File: config.mk
export PLATFORM = sky130hd
export DESIGN_NAME = resume_ctrl
export DESIGN_NICKNAME = d
export VERILOG_FILES = /design/src/rtl/resume_ctrl_pkg.sv /design/src/rtl/resume_ctrl_key_debounce.sv /design/src/rtl/resume_ctrl.sv
export SDC_FILE = /design/constraint.sdc
export NUM_CORES = 1
export LEC_CHECK = 0
export ABC_AREA = 1
export ABC_CLOCK_PERIOD_IN_PS = 2000
export CORE_MARGIN = 1.5
export CORE_UTILIZATION = 61
export CTS_CLUSTER_DIAMETER = 30
export DETAILED_ROUTE_END_ITERATION = 8
export GPL_ROUTABILITY_DRIVEN = 0
export HOLD_SLACK_MARGIN = 0.02
export PLACE_DENSITY = 0.83
export REMOVE_ABC_BUFFERS = 1
export SLEW_MARGIN = 20
export SYNTH_ARGS = -nofsm -noshare
export SYNTH_HDL_FRONTEND = slang
export SYNTH_HIERARCHICAL = 1
export SYNTH_SLANG_ARGS = --single-unit
File: constraint.sdc
create_clock -name clock -period 2 [get_ports clock]
set_clock_uncertainty 0.1 [all_clocks]
set_input_delay 0.4 -clock clock [delete_from_list [all_inputs] [get_ports clock]]
set_output_delay 0.4 -clock clock [all_outputs]
set_load 0.01 [all_outputs]
File: src/rtl/resume_ctrl_pkg.sv
// rtl/resume_ctrl_pkg.sv - shared state encoding and constants for resume_ctrl
//   state_t                   : IDLE / HALTED / FIRED, 2-bit encoding
//   DEBOUNCE_CYCLES_DEFAULT   : stable cycles to accept a key change (1 ms at 50 MHz)
//   HALT_COUNT_MAX            : saturation value of halt_count
package resume_ctrl_pkg;

    typedef enum logic [1:0] {
        IDLE   = 2'd0,
        HALTED = 2'd1,
        FIRED  = 2'd2
    } state_t;

    localparam int DEBOUNCE_CYCLES_DEFAULT = 50000;

    localparam logic [7:0] HALT_COUNT_MAX = 8'hFF;

endpackage

File: src/rtl/resume_ctrl_key_debounce.sv
// rtl/resume_ctrl_key_debounce.sv - key synchronizer, debouncer and press pulse
//   clock   in   system clock, rising edge
//   reset   in   asynchronous, active high
//   key_n   in   raw pushbutton, active low, asynchronous
//   key_db  out  debounced level, 1 = pressed
//   press   out  one-cycle pulse, registered together with the key_db rising edge
module key_debounce #(
    parameter int DEBOUNCE_CYCLES = 50000,
    parameter int CNT_W           = 16
) (
    input  logic clock,
    input  logic reset,
    input  logic key_n,
    output logic key_db,
    output logic press
);

    localparam logic [CNT_W-1:0] LAST = CNT_W'(DEBOUNCE_CYCLES - 1);

    logic             sync1;
    logic             sync2;
    logic [CNT_W-1:0] cnt;
    logic [1:0]       fill;
    logic             armed;
    logic             level;
    logic             flip;

    assign level = ~sync2;
    assign flip  = (level != key_db) && (cnt == LAST);

    // The synchronizer resets to "released", so its first two outputs after
    // reset are not real samples. fill marks when sync2 holds a real sample;
    // presses are only honoured once a genuine released level has been seen
    // with key_db low, so a key held through reset must be let go first.
    always_ff @(posedge clock or posedge reset) begin
        if (reset) begin
            sync1  <= 1'b1;
            sync2  <= 1'b1;
            cnt    <= '0;
            key_db <= 1'b0;
            press  <= 1'b0;
            fill   <= 2'b00;
            armed  <= 1'b0;
        end else begin
            sync1 <= key_n;
            sync2 <= sync1;
            fill  <= {fill[0], 1'b1};
            if (level == key_db) begin
                cnt <= '0;
            end else if (cnt == LAST) begin
                cnt    <= '0;
                key_db <= ~key_db;
            end else begin
                cnt <= cnt + 1'b1;
            end
            press <= flip && level && armed;
            if (fill[1] && !level && !key_db) begin
                armed <= 1'b1;
            end
        end
    end

endmodule

File: src/rtl/resume_ctrl.sv
// rtl/resume_ctrl.sv - debounced pushbutton resume pulse generator with halt statistics
//   clock       in   system clock, rising edge
//   reset       in   asynchronous, active high
//   key_n       in   raw pushbutton, active low, asynchronous
//   halted      in   high while the control FSM is in STOP
//   snot        out  one-cycle resume pulse, registered
//   key_db      out  debounced key level, 1 = pressed
//   halt_count  out  resumes issued, saturating at 255
//   run_cycles  out  cycles with halted low, wrapping (only with RESUME_CYCLE_COUNT_EN)
module resume_ctrl
    import resume_ctrl_pkg::*;
#(
    parameter int DEBOUNCE_CYCLES = DEBOUNCE_CYCLES_DEFAULT,
    parameter int CNT_W           = 16
) (
    input  logic        clock,
    input  logic        reset,
    input  logic        key_n,
    input  logic        halted,
    output logic        snot,
    output logic        key_db,
    output logic [7:0]  halt_count
`ifdef RESUME_CYCLE_COUNT_EN
    ,
    output logic [15:0] run_cycles
`endif
);

    state_t state;
    state_t state_next;
    logic   press;
    logic   fire;

    key_debounce #(
        .DEBOUNCE_CYCLES(DEBOUNCE_CYCLES),
        .CNT_W          (CNT_W)
    ) u_key_debounce (
        .clock (clock),
        .reset (reset),
        .key_n (key_n),
        .key_db(key_db),
        .press (press)
    );

    // A press is only accepted while halted; otherwise it is dropped.
    // FIRED absorbs the cycle(s) between snot and halted falling so a held
    // key cannot issue a second resume.
    always_comb begin
        state_next = state;
        fire       = 1'b0;
        case (state)
            IDLE: begin
                if (halted && press) begin
                    state_next = FIRED;
                    fire       = 1'b1;
                end else if (halted) begin
                    state_next = HALTED;
                end
            end
            HALTED: begin
                if (!halted) begin
                    state_next = IDLE;
                end else if (press) begin
                    state_next = FIRED;
                    fire       = 1'b1;
                end
            end
            FIRED: begin
                if (!halted) begin
                    state_next = IDLE;
                end
            end
            default: state_next = IDLE;
        endcase
    end

    always_ff @(posedge clock or posedge reset) begin
        if (reset) begin
            state      <= IDLE;
            snot       <= 1'b0;
            halt_count <= 8'd0;
        end else begin
            state <= state_next;
            snot  <= fire;
            if (fire && (halt_count != HALT_COUNT_MAX)) begin
                halt_count <= halt_count + 8'd1;
            end
        end
    end

`ifdef RESUME_CYCLE_COUNT_EN
    always_ff @(posedge clock or posedge reset) begin
        if (reset) begin
            run_cycles <= 16'd0;
        end else if (!halted) begin
            run_cycles <= run_cycles + 16'd1;
        end
    end
`endif

endmodule
==> metrics.md, run 1 <==
| Metric | Value |
|---|---|
| Switching power as a share of total power | `a little under a quarter` |
| All-Layer GR Usage | `23.6%` |
| CP top delay family | `buffers and inverters` |
| Seq cells post-synth | `34` |
| Required time reported for the critical path endpoint | `1500 ps` |
| Quantity of gates resized following cts | `0` |
| Cell types occupying the most area after synthesis | `dfrtp_1, nand2_1, nor2_1` |
| Leakage power of the design | `~0.00096 uW` |
| Total DRC errors in the routed layout | `0` |
| Layout net count | `241` |
| Clock slew at the register clock pins of the worst setup and hold paths | `100 ps` |
| Post CTS Setup Buffer Count | `0` |
| CTS tree | `done` |
| Total I/O pin count | `14` |
| Worst hold margin | `261 ps` |
| Signal arrival time at the worst endpoint | `1390 ps` |
| Standard-cell row count | `19` |
| Global routing's busiest layer | `met2` |
| Initial antenna violation count | `0` |
| WP buf/inv | `1` |
| Vias in the first global route | `1412` |
| Final-layout setup total negative slack | `0 ps` |
| Area share of the leading cell type in the synthesized netlist | `45.3%` |
| Final Setup Violations | `0` |
| FFs w/ async S/R, synth | `100%` |
| Switch Pwr | `roughly 260 uW` |
| Fraction of power consumed by combinational cells | `about 3.8%` |
| Cells traversed along the worst timing path | `clkdlybuf4s50_1` |
| Synthesis-to-layout area growth | `13.4%` |
| Buffers from clock root to sink, at most | `2` |
| Internal Dissipation | `883 uW` |
| Startpoint of the tightest hold check path | `u_key_debounce/sync1` |
| Most numerous cell types in the synthesized netlist | `nand2_1, dfrtp_1, nor2_1` |
| Register-to-register setup slack | `470 ps` |
| Pwr Density | `570 nW/um2` |
| Total wire length | `3.30 mm` |
| Post-route fraction of the period consumed by the critical path | `roughly 94%` |
| Outcome | `complete, no violations` |
| Fraction of power consumed by sequential logic | `61.9%` |
| Longest individual stage delay on the worst path | `about 580 ps` |
| Yosys Warn Count | `6` |
| Upper clock frequency limit | `about 530 MHz` |
| Final Hold Viols | `0` |
| Maximum number of pins on one net before global-route repair | `24` |
| Routed len/inst | `about 12 um` |
| Hold Crit Depth | `0` |
| Most frequently used cell type in the post-synthesis netlist | `nand2_1` |
| Buffers on Ports | `13` |
| Area of the die | `3230 um2` |
| Detailed placer's ending HPWL | `2.49 mm` |
| Post-synth EDFFs | `0` |
| Biggest area consumer among synthesized cells | `dfrtp_1` |
| Initial core utilization | `64.1%` |
| Post-synthesis cell area | `1770 um2` |
| Shortest clock period the worst path allows after layout | `1890 ps` |
| Buffer cell driving the clock tree root | `clkbuf_4` |
| Drt via density | `5.32` |
| Critical path fanouts, max | `6` |
| Ant. Diodes | `0` |
| Worst Reg-to-Reg Cells | `6` |
| Via count of the routed design | `1420` |
| FF-to-FF Start | `u_key_debounce/cnt[0]` |
| Width of the chip | `56.8 um` |
| Clock sink count | `34` |
| Setup repair after global routing missed its margin | `false` |
| Most used DFF post-synth | `dfrtp_1` |
| Height of the die | `between 50 and 60 um` |
| Max-slew violation count | `0` |
| Met2 Usage GRT | `41.9%` |
| Num CTS Buffers | `5` |
| Core region area | `2760 um2` |
| Hold-fix buffer count after cts | `0` |
| Remaining number of nets flagged by the antenna check after routing | `0` |
| Met3 usage | `7.60%` |
| VDD IR-drop max | `582 uV` |
| Violation count after the first detailed-routing iteration | `63` |
| Mean instance size in the synthesized netlist | `8.26 um2` |
| Cell with the largest stage delay on the worst path | `clkdlybuf4s50_1` |
| Fraction of final layout cells sized beyond drive strength 1 | `16.5%` |
| Total gr overflow | `0` |
| Endpoint class of the critical path | `output port` |
| First-pass iteration count of the detailed router | `4` |
| Sequential element share of the synthesized area | `between 40% and 50%` |
| Element type at the critical path start | `flip-flop` |
| Clock group share of total power | `34.3%` |
| Met1 usage | `25.0%` |
| Maximum level of the CTS H-tree | `2` |
| Insertion delay to the later sink of the worst-skew pair | `340 ps` |
| Worst min-delay path category | `flip-flop to flip-flop` |
| Max-cap violations | `0` |
| Syn Inst Count | `214` |
| First-pass GRT wire length | `5.75 mm` |
| Count of cell types in the netlist | `32` |
| Kind of critical path | `flip-flop to output port` |
| Sink of the worst hold path | `u_key_debounce/sync2` |
| Endpoint of the lowest-slack register-to-register path | `u_key_debounce/cnt[6]` |
-- stage by stage --
step           setup WS [ps]  power, uW  std cells  area, um2  utilization [%]
6_report                 111       1140        267       2000             72.6
5_1_grt                 52.5       1190        267       2000             72.6
3_3_place_gp             388        761        259       1940             70.5
4_1_cts                 95.8       1160        267       2000             72.6
2_1_floorplan            682        746        214       1770                -
3_5_place_dp             346        764        259       1940             70.5
-- power groups by stage --
stage	logic, uW	clock network (uW)	registers, uW
5_1_grt	50.9	433	708
2_1_floorplan	27.9	0	718
3_3_place_gp	42.4	0	719
6_report	43.5	392	707
3_5_place_dp	44.3	0	720
4_1_cts	44.6	407	707
-- worst max path at each step --
stage	endpoint	cells after the start	from	slack (ps)
finish	halt_count[2]	1	halt_count[2]	110
global route	halt_count[2]	1	halt_count[2]	50
CTS	halt_count[2]	1	halt_count[2]	100
floorplan	u_key_debounce/cnt[8]	6	u_key_debounce/cnt[0]	680
detailed placement	halt_count[4]	7	halted	350
global placement	halt_count[4]	7	halted	390
-- area by class of cell --
cell class	count	area, um2
Sequential cell	34	853
Multi-Input combinational cell	149	795
Fill cell	221	754
Timing Repair Buffer	14	138
Inverter	31	119
Clock buffer	7	55.1
Tap cell	31	38.8
Clock inverter	1	5.00
-- flip-flops by register name, summed over array words and instances (netlist names) --
register and count:
u_key_debounce/cnt 16, halt_count 8, u_key_debounce/key_db 1, u_key_debounce/sync1 1, u_key_debounce/sync2 1, u_key_debounce/press 1
state 2, snot 1, u_key_debounce/fill 2, u_key_debounce/armed 1
-- metal layers --
layer	routed length [um]	up-vias	share of wire, %
met5	0	-	0
met4	83	0	2.5
met3	117	13	3.5
met2	1780	30	54
met1	1320	663	40
li1	-	714	-
-- cells in the final DEF (no fill, tap or decap), types with 2 or more instances in the layout --
cell / n
o21ai_1: 3
nand4_1: 7
nor2_1: 32
inv_1: 25
nand3_2: 3
inv_2: 5
ha_1: 2
nand2_1: 51
xnor2_1: 3
clkdlybuf4s50_1: 13
clkbuf_4: 5
nand3_1: 15
dfrtp_1: 32
nand2_2: 7
nor2_2: 6
dfstp_2: 2
xor2_1: 4
-- cell families after synthesis --
kind of cell | Yosys count | share of synthesized area, %
compound gates | 10 | 3.54
xor+xnor | 7 | 3.47
fa+ha+maj | 2 | 1.42
buf+inv | 31 | 6.73
flops | 34 | 48.3
other cells | 1 | 0.212
simple gates | 129 | 36.3
No activity file was read; power rests on OpenSTA's default activity.
==> run 2: changes to the inputs <==
Settings changed: CORE_MARGIN 1.5 to 3, GPL_ROUTABILITY_DRIVEN 0 to 1.
==> run 2 against run 1 <==
Largest power group unchanged; die area is 11% higher; fmax is 0.45% higher; critical endpoint is now halt_count[3]; power down 0.40%; clock power fell by 1%.
==> metrics.md, run 2 (synthesized netlist as in run 1, its figures left out) <==
| Metric | Value |
|---|---|
| Outcome | `complete, no violations (unchanged)` |
| Signal arrival time at the worst endpoint | `1380 ps (was 1390 ps)` |
| Longest individual stage delay on the worst path | `580 ps (about the same)` |
| All-Layer GR Usage | `23.1% (was 23.6%)` |
| Setup repair after global routing missed its margin | `false (unchanged)` |
| Width of the chip | `59.8 um (was 56.8 um)` |
| Max-slew violation count | `0 (unchanged)` |
| Ant. Diodes | `0 (unchanged)` |
| Fraction of final layout cells sized beyond drive strength 1 | `16.1% (was 16.5%)` |
| Element type at the critical path start | `flip-flop (unchanged)` |
| Met2 Usage GRT | `34.7% (was 41.9%)` |
| Via count of the routed design | `1418 (was 1420)` |
| Max-cap violations | `0 (unchanged)` |
| First-pass GRT wire length | `6.02 mm (was 5.75 mm)` |
| CP top delay family | `buffers and inverters (unchanged)` |
| Pwr Density | `568 nW/um2 (was 570 nW/um2)` |
| Hold-fix buffer count after cts | `0 (unchanged)` |
| Buffer cell driving the clock tree root | `clkbuf_4 (unchanged)` |
| Buffers on Ports | `13 (unchanged)` |
| Initial core utilization | `67.6% (was 64.1%)` |
| Kind of critical path | `flip-flop to output port (unchanged)` |
| Met3 usage | `6.91% (was 7.60%)` |
| Standard-cell row count | `18 (was 19)` |
| CTS tree | `done (unchanged)` |
| VDD IR-drop max | `515 uV (was 582 uV)` |
| Largest registers ranked by flip-flop count | `u_key_debounce/cnt: 16 flops, halt_count: 8 flops (unchanged)` |
| Vias in the first global route | `1326 (was 1412)` |
| Endpoint of the lowest-slack register-to-register path | `u_key_debounce/cnt[3] (was u_key_debounce/cnt[6])` |
| Leakage power of the design | `0.000956 uW (was 0.000959 uW)` |
| Register-to-register setup slack | `510 ps (was 470 ps)` |
| Area of the die | `3580 um2 (was 3230 um2)` |
| Total I/O pin count | `14 (unchanged)` |
| Height of the die | `59.8 um (was 56.8 um)` |
| Number of fill cells | `189 (was 221)` |
| Internal Dissipation | `886 uW (was 883 uW)` |
| Clock group share of total power | `34.1% (was 34.3%)` |
| Most common cell after layout, fill and taps aside | `nand2_1 (unchanged)` |
| Worst min-delay path category | `flip-flop to flip-flop (unchanged)` |
| Fraction of power consumed by sequential logic | `62.1% (was 61.9%)` |
| Clock sink count | `34 (unchanged)` |
| First-pass iteration count of the detailed router | `4 (unchanged)` |
| Clock slew at the register clock pins of the worst setup and hold paths | `100 ps (about the same)` |
| Shortest clock period the worst path allows after layout | `1880 ps (was 1890 ps)` |
| Tot Pwr | `1140 uW (about the same)` |
| Worst Reg-to-Reg Cells | `6 (unchanged)` |
| Drt via density | `5.33 (was 5.32)` |
| Maximum number of pins on one net before global-route repair | `24 (unchanged)` |
| Final Setup Violations | `0 (unchanged)` |
| Maximum level of the CTS H-tree | `2 (unchanged)` |
| Layout net count | `241 (unchanged)` |
| Total DRC errors in the routed layout | `0 (unchanged)` |
| Required time reported for the critical path endpoint | `1500 ps (about the same)` |
| Endpoint class of the critical path | `output port (unchanged)` |
| Upper clock frequency limit | `532 MHz (was 530 MHz)` |
| Utilization of the core after routing | `76.6% (was 72.6%)` |
| Cells traversed along the worst timing path | `clkdlybuf4s50_1 (unchanged)` |
| Quantity of gates resized following cts | `0 (unchanged)` |
| FF-to-FF Start | `u_key_debounce/cnt[0] (unchanged)` |
| Crit path capture | `halt_count[3] (was halt_count[2])` |
| Switching power as a share of total power | `22.1% (was 22.6%)` |
| Initial antenna violation count | `0 (unchanged)` |
| Post-placement cell area | `1940 um2 (about the same)` |
| Synthesis-to-layout area growth | `13.2% (was 13.4%)` |
| Routed len/inst | `12.6 um (was 12.4 um)` |
| Global routing's busiest layer | `met2 (unchanged)` |
| Number of flip-flops in the largest register | `16 (unchanged)` |
| Total gr overflow | `0 (unchanged)` |
| Critical Path Start | `halt_count[3] (was halt_count[2])` |
| Final-layout setup total negative slack | `0 ps (unchanged)` |
| Switch Pwr | `251 uW (was 259 uW)` |
| Number of stages on the worst setup path | `1 (unchanged)` |
| Detailed placer's ending HPWL | `2.57 mm (was 2.49 mm)` |
| Final Hold Viols | `0 (unchanged)` |
| WP buf/inv | `1 (unchanged)` |
| Final std cells w/o fill | `266 (was 267)` |
| Post-route design area | `2000 um2 (about the same)` |
| Num CTS Buffers | `5 (unchanged)` |
| Remaining number of nets flagged by the antenna check after routing | `0 (unchanged)` |
| Post-route fraction of the period consumed by the critical path | `94.0% (was 94.4%)` |
| Core region area | `2610 um2 (was 2760 um2)` |
| Post CTS Setup Buffer Count | `0 (unchanged)` |
| Buffers from clock root to sink, at most | `2 (unchanged)` |
| Critical path fanouts, max | `6 (unchanged)` |
| Global placer's final weighted congestion | `0.920` |
| Total wire length | `3.35 mm (was 3.30 mm)` |
| Cell with the largest stage delay on the worst path | `clkdlybuf4s50_1 (unchanged)` |
| Met1 usage | `31.4% (was 25.0%)` |
| Insertion delay to the later sink of the worst-skew pair | `330 ps (was 340 ps)` |
| Commonest cells after routing, fill and taps aside | `nand2_1, nor2_1, dfrtp_1 (unchanged)` |
| Placed cell count | `258 (was 259)` |
| Fraction of power consumed by combinational cells | `3.8% (about the same)` |
| Largest Register | `u_key_debounce/cnt (unchanged)` |
| Violation count after the first detailed-routing iteration | `74 (was 63)` |
## run 2: layer usage
layer / wire, um / vias to the layer above
met5: 0 / -
met4: 44 / 0
met3: 156 / 5
met2: 1570 / 30
met1: 1570 / 677
li1: - / 706
## run 2: final cells by class
| type | instances | area, um2 | area share (%) |
|---|---|---|---|
| multi-input cells | 149 | 795 | 39.7 |
| inverters | 31 | 119 | 5.94 |
| flip-flops and latches | 34 | 853 | 42.7 |
| well taps | 30 | 37.5 | 1.88 |
| repair buffers | 14 | 138 | 6.88 |
| clock buffers | 8 | 58.8 | 2.94 |
## run 2: per-stage QoR
stage | setup slack [ps] | hold WS, ps
after floorplan | 682 | 152
after global placement | 391 | 240
after detailed placement | 281 | 243
after CTS | 92.9 | 262
after global routing | 47.7 | 263
final | 120 | 261
## run 2: power groups by stage
stage / logic, uW / clock network (uW) / registers, uW
global placement: 42.5 / 0 / 719
detailed placement: 44.0 / 0 / 720
floorplan: 27.9 / 0 / 718
global route: 49.2 / 433 / 708
CTS: 44.2 / 405 / 706
finish: 42.7 / 388 / 706
## run 2: how the worst min path moves through the flow
stage | from | to | slack [ps] | cells after the start
floorplan | reset | halt_count[0] | 150 | 1
global placement | u_key_debounce/fill[0] | u_key_debounce/fill[1] | 240 | 0
detailed placement | u_key_debounce/fill[0] | u_key_debounce/fill[1] | 240 | 0
CTS | u_key_debounce/sync1 | u_key_debounce/sync2 | 260 | 0
global route | u_key_debounce/sync1 | u_key_debounce/sync2 | 260 | 0
finish | u_key_debounce/fill[0] | u_key_debounce/fill[1] | 260 | 0
